`config.mk`:
```
export PLATFORM = sky130hd
export DESIGN_NAME = antilog_module_flat
export DESIGN_NICKNAME = d
export VERILOG_FILES = /design/src/rtl/antilog_module_pkg.sv /design/src/rtl/antilog_module_if.sv /design/src/rtl/antilog_module_const_rom.sv /design/src/rtl/antilog_module.sv /design/src/flat_wrapper.sv
export SDC_FILE = /design/constraint.sdc
export NUM_CORES = 2
export LEC_CHECK = 0
export BUFFER_PORTS_ARGS = -buffer_cell sky130_fd_sc_hd__buf_2
export CORE_MARGIN = 8
export CORE_UTILIZATION = 40
export DETAILED_ROUTE_END_ITERATION = 7
export RECOVER_POWER = 50
export SYNTH_ARGS = -nofsm -noshare
export SYNTH_HDL_FRONTEND = slang
export SYNTH_SLANG_ARGS = --single-unit
```
`constraint.sdc`:
```
create_clock -name clk -period 10.4 [get_ports clk]
set_input_delay 0 -clock clk [delete_from_list [all_inputs] [get_ports clk]]
set_output_delay 0 -clock clk [all_outputs]
set_load 0.05 [all_outputs]
```
`src/rtl/antilog_module_pkg.sv`:
```
// Shared types and constants for the iterative base-2 antilog converter.
package antilog_module_pkg;

   localparam int unsigned LOG_W     = 16;
   localparam int unsigned LIN_W     = 32;
   localparam int unsigned Q_L_DEF   = 11;
   localparam int unsigned Q_OUT_DEF = 15;
   localparam int unsigned MANT_FRAC = 30;

   localparam logic [31:0] MANT_ONE   = 32'h4000_0000;
   localparam logic [63:0] ROUND_HALF = 64'd1 << (MANT_FRAC - 1);

   typedef enum logic [1:0] {IDLE, ITER, SCALE, OUT} state_t;

   // C[k] = round(2^(2^-(k+1)) * 2^30), k = 0..15
   localparam logic [31:0] C_TAB [16] = '{
      32'd1518500250, 32'd1276901417, 32'd1170923762, 32'd1121280436,
      32'd1097253708, 32'd1085434106, 32'd1079572136, 32'd1076653033,
      32'd1075196443, 32'd1074468888, 32'd1074105294, 32'd1073923544,
      32'd1073832680, 32'd1073787251, 32'd1073764537, 32'd1073753181
   };

endpackage

```
`src/rtl/antilog_module_if.sv`:
```
// Input (log domain) and output (linear domain) ready/valid channels.
interface antilog_module_if;
   import antilog_module_pkg::*;

   logic [LOG_W-1:0] log_in;
   logic             log_valid;
   logic             log_ready;
   logic [LIN_W-1:0] lin_out;
   logic             lin_valid;
   logic             lin_ready;
   logic             lin_sat;

   modport master (output log_in, log_valid, lin_ready,
                   input  log_ready, lin_out, lin_valid, lin_sat);
   modport slave  (input  log_in, log_valid, lin_ready,
                   output log_ready, lin_out, lin_valid, lin_sat);
endinterface

```
`src/rtl/antilog_module_const_rom.sv`:
```
// Combinational lookup of the per-step Q30 multiplier C[k].
module antilog_const_rom
   import antilog_module_pkg::*;
(
   input  logic [3:0]  idx,
   output logic [31:0] coef_c
);

   assign coef_c = C_TAB[idx];

endmodule

```
`src/rtl/antilog_module.sv`:
```
// Iterative exp2: one fractional bit per cycle, then a binary-point shift
// by the integer part with saturation/underflow handling.
module antilog_module
   import antilog_module_pkg::*;
#(
   parameter int unsigned Q_L   = Q_L_DEF,
   parameter int unsigned Q_OUT = Q_OUT_DEF
) (
   input logic             clk,
   input logic             rst,
   antilog_module_if.slave bus
);

   localparam logic [15:0] FP_MASK = 16'((32'd1 << Q_L) - 32'd1);
   localparam int          S_OFF   = int'(MANT_FRAC) - int'(Q_OUT);

   state_t             state;
   logic signed [15:0] ip;
   logic [15:0]        fp;
   logic [31:0]        mant;
   logic [3:0]         k;
   logic [31:0]        lin_out_q;
   logic               lin_valid_q;
   logic               lin_sat_q;

   logic [31:0] coef_c;
   logic [63:0] prod_c;
   logic [31:0] mant_mul_c;
   int          s_c;
   logic [63:0] wide_c;
   logic [31:0] scale_out_c;
   logic        scale_sat_c;

   antilog_const_rom u_rom (
      .idx    (k),
      .coef_c (coef_c)
   );

   // Q30 x Q30 product, rounded half-up back to Q30
   assign prod_c     = 64'(mant) * 64'(coef_c) + ROUND_HALF;
   assign mant_mul_c = 32'(prod_c >> MANT_FRAC);

   // Move the binary point from Q30 to Q_OUT and apply 2^ip
   always_comb begin
      s_c         = int'(ip) - S_OFF;
      wide_c      = '0;
      scale_out_c = '0;
      scale_sat_c = 1'b0;
      if (s_c >= 32) begin
         scale_sat_c = 1'b1;
      end else if (s_c >= 0) begin
         wide_c = 64'(mant) << 6'(s_c);
         if (|wide_c[63:32]) scale_sat_c = 1'b1;
         else                scale_out_c = wide_c[31:0];
      end else if (s_c > -32) begin
         scale_out_c = mant >> 5'(-s_c);
      end
      if (scale_sat_c) scale_out_c = 32'hFFFF_FFFF;
   end

   always_ff @(posedge clk) begin
      if (rst) begin
         state       <= IDLE;
         ip          <= '0;
         fp          <= '0;
         mant        <= MANT_ONE;
         k           <= '0;
         lin_out_q   <= '0;
         lin_valid_q <= 1'b0;
         lin_sat_q   <= 1'b0;
      end else begin
         case (state)
            IDLE: begin
               if (bus.log_valid) begin
                  ip    <= $signed(bus.log_in) >>> Q_L;
                  fp    <= bus.log_in & FP_MASK;
                  mant  <= MANT_ONE;
                  k     <= '0;
                  state <= ITER;
               end
            end
            ITER: begin
               // fp is shifted left so the bit for step k is always at Q_L-1
               if (fp[Q_L-1]) mant <= mant_mul_c;
               fp <= fp << 1;
               k  <= k + 4'd1;
               if (k == 4'(Q_L - 1)) state <= SCALE;
            end
            SCALE: begin
               lin_out_q   <= scale_out_c;
               lin_sat_q   <= scale_sat_c;
               lin_valid_q <= 1'b1;
               state       <= OUT;
            end
            OUT: begin
               if (bus.lin_ready) begin
                  lin_valid_q <= 1'b0;
                  state       <= IDLE;
               end
            end
            default: state <= IDLE;
         endcase
      end
   end

   assign bus.log_ready = (state == IDLE) & ~rst;
   assign bus.lin_out   = lin_out_q;
   assign bus.lin_valid = lin_valid_q;
   assign bus.lin_sat   = lin_sat_q;

endmodule

```
`src/flat_wrapper.sv`:
```
// flat-port wrapper written by rule: the top's interface ports become plain ports
module antilog_module_flat import antilog_module_pkg::*;
#(
   parameter int unsigned Q_L   = Q_L_DEF,
   parameter int unsigned Q_OUT = Q_OUT_DEF
)
  (clk, rst, bus_log_in, bus_log_valid, bus_lin_ready, bus_log_ready, bus_lin_out, bus_lin_valid, bus_lin_sat);
  antilog_module_if bus_i ();
  input logic clk;
  input logic rst;
  input wire logic [$bits(bus_i.log_in)-1:0] bus_log_in;
  input wire logic [$bits(bus_i.log_valid)-1:0] bus_log_valid;
  input wire logic [$bits(bus_i.lin_ready)-1:0] bus_lin_ready;
  output wire logic [$bits(bus_i.log_ready)-1:0] bus_log_ready;
  output wire logic [$bits(bus_i.lin_out)-1:0] bus_lin_out;
  output wire logic [$bits(bus_i.lin_valid)-1:0] bus_lin_valid;
  output wire logic [$bits(bus_i.lin_sat)-1:0] bus_lin_sat;
  assign bus_i.log_in = bus_log_in;
  assign bus_i.log_valid = bus_log_valid;
  assign bus_i.lin_ready = bus_lin_ready;
  assign bus_log_ready = bus_i.log_ready;
  assign bus_lin_out = bus_i.lin_out;
  assign bus_lin_valid = bus_i.lin_valid;
  assign bus_lin_sat = bus_i.lin_sat;
  antilog_module #(.Q_L(Q_L), .Q_OUT(Q_OUT)) u_core (.clk(clk), .rst(rst), .bus(bus_i));
endmodule
```
==> summary.md <==
| Metric | Value |
|---|---|
| Crit path capture type | `flip-flop` |
| H-tree levels | `3` |
| Slew HR | `-112%` |
| Critical Setup Path Class | `flip-flop to flip-flop` |
| Antenna-violating nets left | `0` |
| Synth cell count leaders | `inv_1, fa_1, and2_1` |
| Layout cells sized above 1 | `6.20%` |
| Post-Route WL | `115000 um` |
| Most used flip-flop cell after synthesis | `dfxtp_1` |
| Slowest stage delay, CP | `0.83 ns` |
| GR Util met3 | `2.87%` |
| Unrepaired setup endpoints after global routing | `false` |
| Worst-path clk slew | `0.07 ns` |
| Largest area contributor in the netlist | `fa_1` |
| Switching part of the total power | `59.5%` |
| Initial core utilization | `40.1%` |
| WL/cell | `20.3 um` |
| Num rows | `115` |
| Average vias per placed instance | `5.32` |
| First-pass DRT Iterations | `5` |
| Setup tns final | `0 ns` |
| Largest net degree at the start of global routing | `81` |
| Slew @ Worst Pin | `3.19 ns` |
| Final period util | `94.7%` |
| Fin util | `42.3%` |
| GRT busiest layer | `met2` |
| Final setup vio count | `0` |
| Fin crit period | `9.84 ns` |
| PortBufs | `54` |
| Peak supply drop | `0.252 mV` |
| Asr flop ratio synth | `0%` |
| Ys Warns | `0` |
| Worst Path Required | `10.68 ns` |
| CTS buffer count | `9` |
| Fillers | `9850` |
| Number of enable flip-flop cells after synthesis | `0` |
| DRC viols | `0` |
| Seq cells post-synth | `88` |
| Routability cong. | `0.917` |
| Routing usage on met1 | `29.5%` |
| All-Layer GR Usage | `21.7%` |
| TritonCTS Sinks | `88` |
| Sequential share of the synthesized area | `4.49%` |
| CTS tree | `built` |
| Post-Syn Instances | `4466` |
| Top cell type's share of synthesized area | `42.6%` |
| DRT iter0 DRCs | `1998` |
| Post-DP HPWL | `90400 um` |
| Initial antenna violation count | `2` |
| Boundary Pins | `55` |
| Share of power burned in registers | `5.9%` |
| Worst-skew pair later-pin latency | `0.40 ns` |
| Most instantiated library cell after synthesis | `inv_1` |
| Startpoint type of the worst setup path | `flip-flop` |
| Hold Path Class | `primary input to flip-flop` |
| Most used cell along the critical path | `fa_1` |
| Die Width | `329 um` |
| Arrival time worst endpoint | `10.12 ns` |
| Slowest cell on crit path | `o22ai_2` |
| Fmax | `0.102 GHz` |
| RR Startpoint | `u_core.k[0]` |
| Failing checks | `max-capacitance violations, max-slew violations` |
| Via count | `30.1k` |
| Comb power frac | `90.5%` |
| Max-cap viol count | `2` |
| Outcome | `finished with violations` |
| Clock Tree Root | `clkbuf_16` |
| Final hold vios | `0` |
| Total die area | `108000 sq um` |
| Pwr dens | `235 nW/um^2` |
| Synth top area cells | `fa_1, ha_1, and2_1` |
| Design internal power | `3.94 mW` |
| Nets@finish | `5536` |
| Grt ovf | `0` |
| Worst-case clock buffer depth | `2` |
| Syn_nets | `5634` |
| Power share of the clock group | `3.6%` |
| Number of global-route vias before repair | `32.0k` |
| First-pass GRT wire length | `184000 um` |
| Clock Skews | `0.0217 ns` |
| Netlist cell types | `88` |
| CP max FO | `20` |
| Synth Cell Area | `39300 sq um` |
| Setup crit start | `u_core.k[0]` |
| Die Y | `329 um` |
| Core area | `97800 sq um` |
| Synthesis-to-finish area growth | `5.51%` |
| HP Start | `bus_log_in[0]` |
| GR Util met2 | `36.5%` |
| Slew Viols, Final | `132` |
| NetSw | `5.80 mW` |
| Static leakage | `20.5 nW` |
| Mean post-synth cell area | `8.79 sq um` |
## layout make-up
cell class | count | area (sq um) | share of cell area (%)
Multi-Input combinational cell | 3193 | 33100 | 79.9
Timing Repair Buffer | 184 | 1310 | 3.16
Inverter | 892 | 3350 | 8.09
Clock inverter | 5 | 40.0 | 0.0966
Tap cell | 1287 | 1610 | 3.89
Sequential cell | 88 | 1770 | 4.28
Clock buffer | 11 | 243 | 0.586
Antenna cell | 2 | 5.00 | 0.0121
## cells in the final DEF (no fill, tap or decap), types with 15 or more instances in the layout
cell type,n
a211oi_1,47
a21o_1,19
a21oi_1,130
a31oi_1,15
and2_1,547
and3_1,42
buf_2,19
buf_4,102
clkbuf_1,38
dfxtp_1,81
dlygate4sd3_1,21
fa_1,836
ha_1,311
inv_1,890
mux2_2,29
mux2i_1,66
mux4_2,30
nand2_1,487
nand3_1,28
nand4_1,25
nor2_1,157
nor2b_1,34
nor3_1,25
o211ai_1,20
o21ai_0,113
xnor2_1,22
## state kept, by name (all words and copies together), names as in the netlist
signal and flops:
u_core.ip 5, u_core.bus.lin_valid 1, u_core.state 2, u_core.bus.lin_sat 1, u_core.k 4, u_core.fp 11
u_core.mant 32, u_core.bus.lin_out 32
## repair_timing
item | 4_1_cts | 5_1_grt
buffers inserted | 0 | 0
hold buffers | 21 | 0
resized for setup | 0 | 4
setup endpoints to repair | 0 | 11
endpoints found under the hold margin | 16 | 0
## routing by layer
layer | share of wire [%] | wire length (um) | vias up
li1 | - | - | 13445
met1 | 43 | 49700 | 15627
met2 | 48 | 55200 | 907
met3 | 5.8 | 6670 | 150
met4 | 2.7 | 3050 | 0
met5 | 0 | 0 | -
## cells by family after synthesis
logic type / synth area share [%]
compound gates: 7.74
xor+xnor: 1.01
fa+ha+maj: 52.6
buf+inv: 11.6
flops: 4.49
mux: 4.29
simple gates: 18.3
## worst max-delay path: cells and delay by family (launching register included)
| kind | cells | cell delay (ns) |
|---|---|---|
| AO/OA/AOI/OAI | 8 | 2.24 |
| adder cells (fa/ha/maj) | 10 | 4.50 |
| buffers and inverters | 6 | 0.84 |
| flip-flops | 1 | 0.57 |
| multiplexers | 1 | 0.30 |
| AND/OR/NAND/NOR | 4 | 1.29 |
## worst paths after layout
check | endpoint | slack (ns) | depth (start not counted)
worst min register to register | u_core.bus.lin_out[6] | 0.49 | 2
worst max register to register | u_core.mant[24] | 0.56 | 29
worst min-delay path | u_core.fp[0] | 0.02 | 4
worst max-delay path | u_core.mant[24] | 0.56 | 29
## power by group through the flow
stage                     Clock (mW)  Sequential [mW]  Combinational [mW]
after global placement             0            0.577                8.65
after detailed placement           0            0.579                8.68
final                          0.348            0.578                8.82
after global routing           0.367            0.590                9.89
after floorplan                    0            0.674                6.01
after CTS                      0.359            0.574                8.79
## stage by stage
step / area [sq um] / instances / total power [mW] / setup WS [ns] / hold WS [ns]
2_1_floorplan: 39300 / 4466 / 6.68 / 1.70 / 0.148
3_3_place_gp: 41000 / 5623 / 9.23 / 0.532 / 0.253
3_5_place_dp: 41000 / 5623 / 9.26 / 0.262 / 0.252
4_1_cts: 41500 / 5660 / 9.72 / 0.244 / 0.0102
5_1_grt: 41400 / 5660 / 10.8 / 0.170 / 0.0715
6_report: 41400 / 5662 / 9.75 / 0.555 / 0.0239
Note: power is estimated with default switching activity, not from simulation.
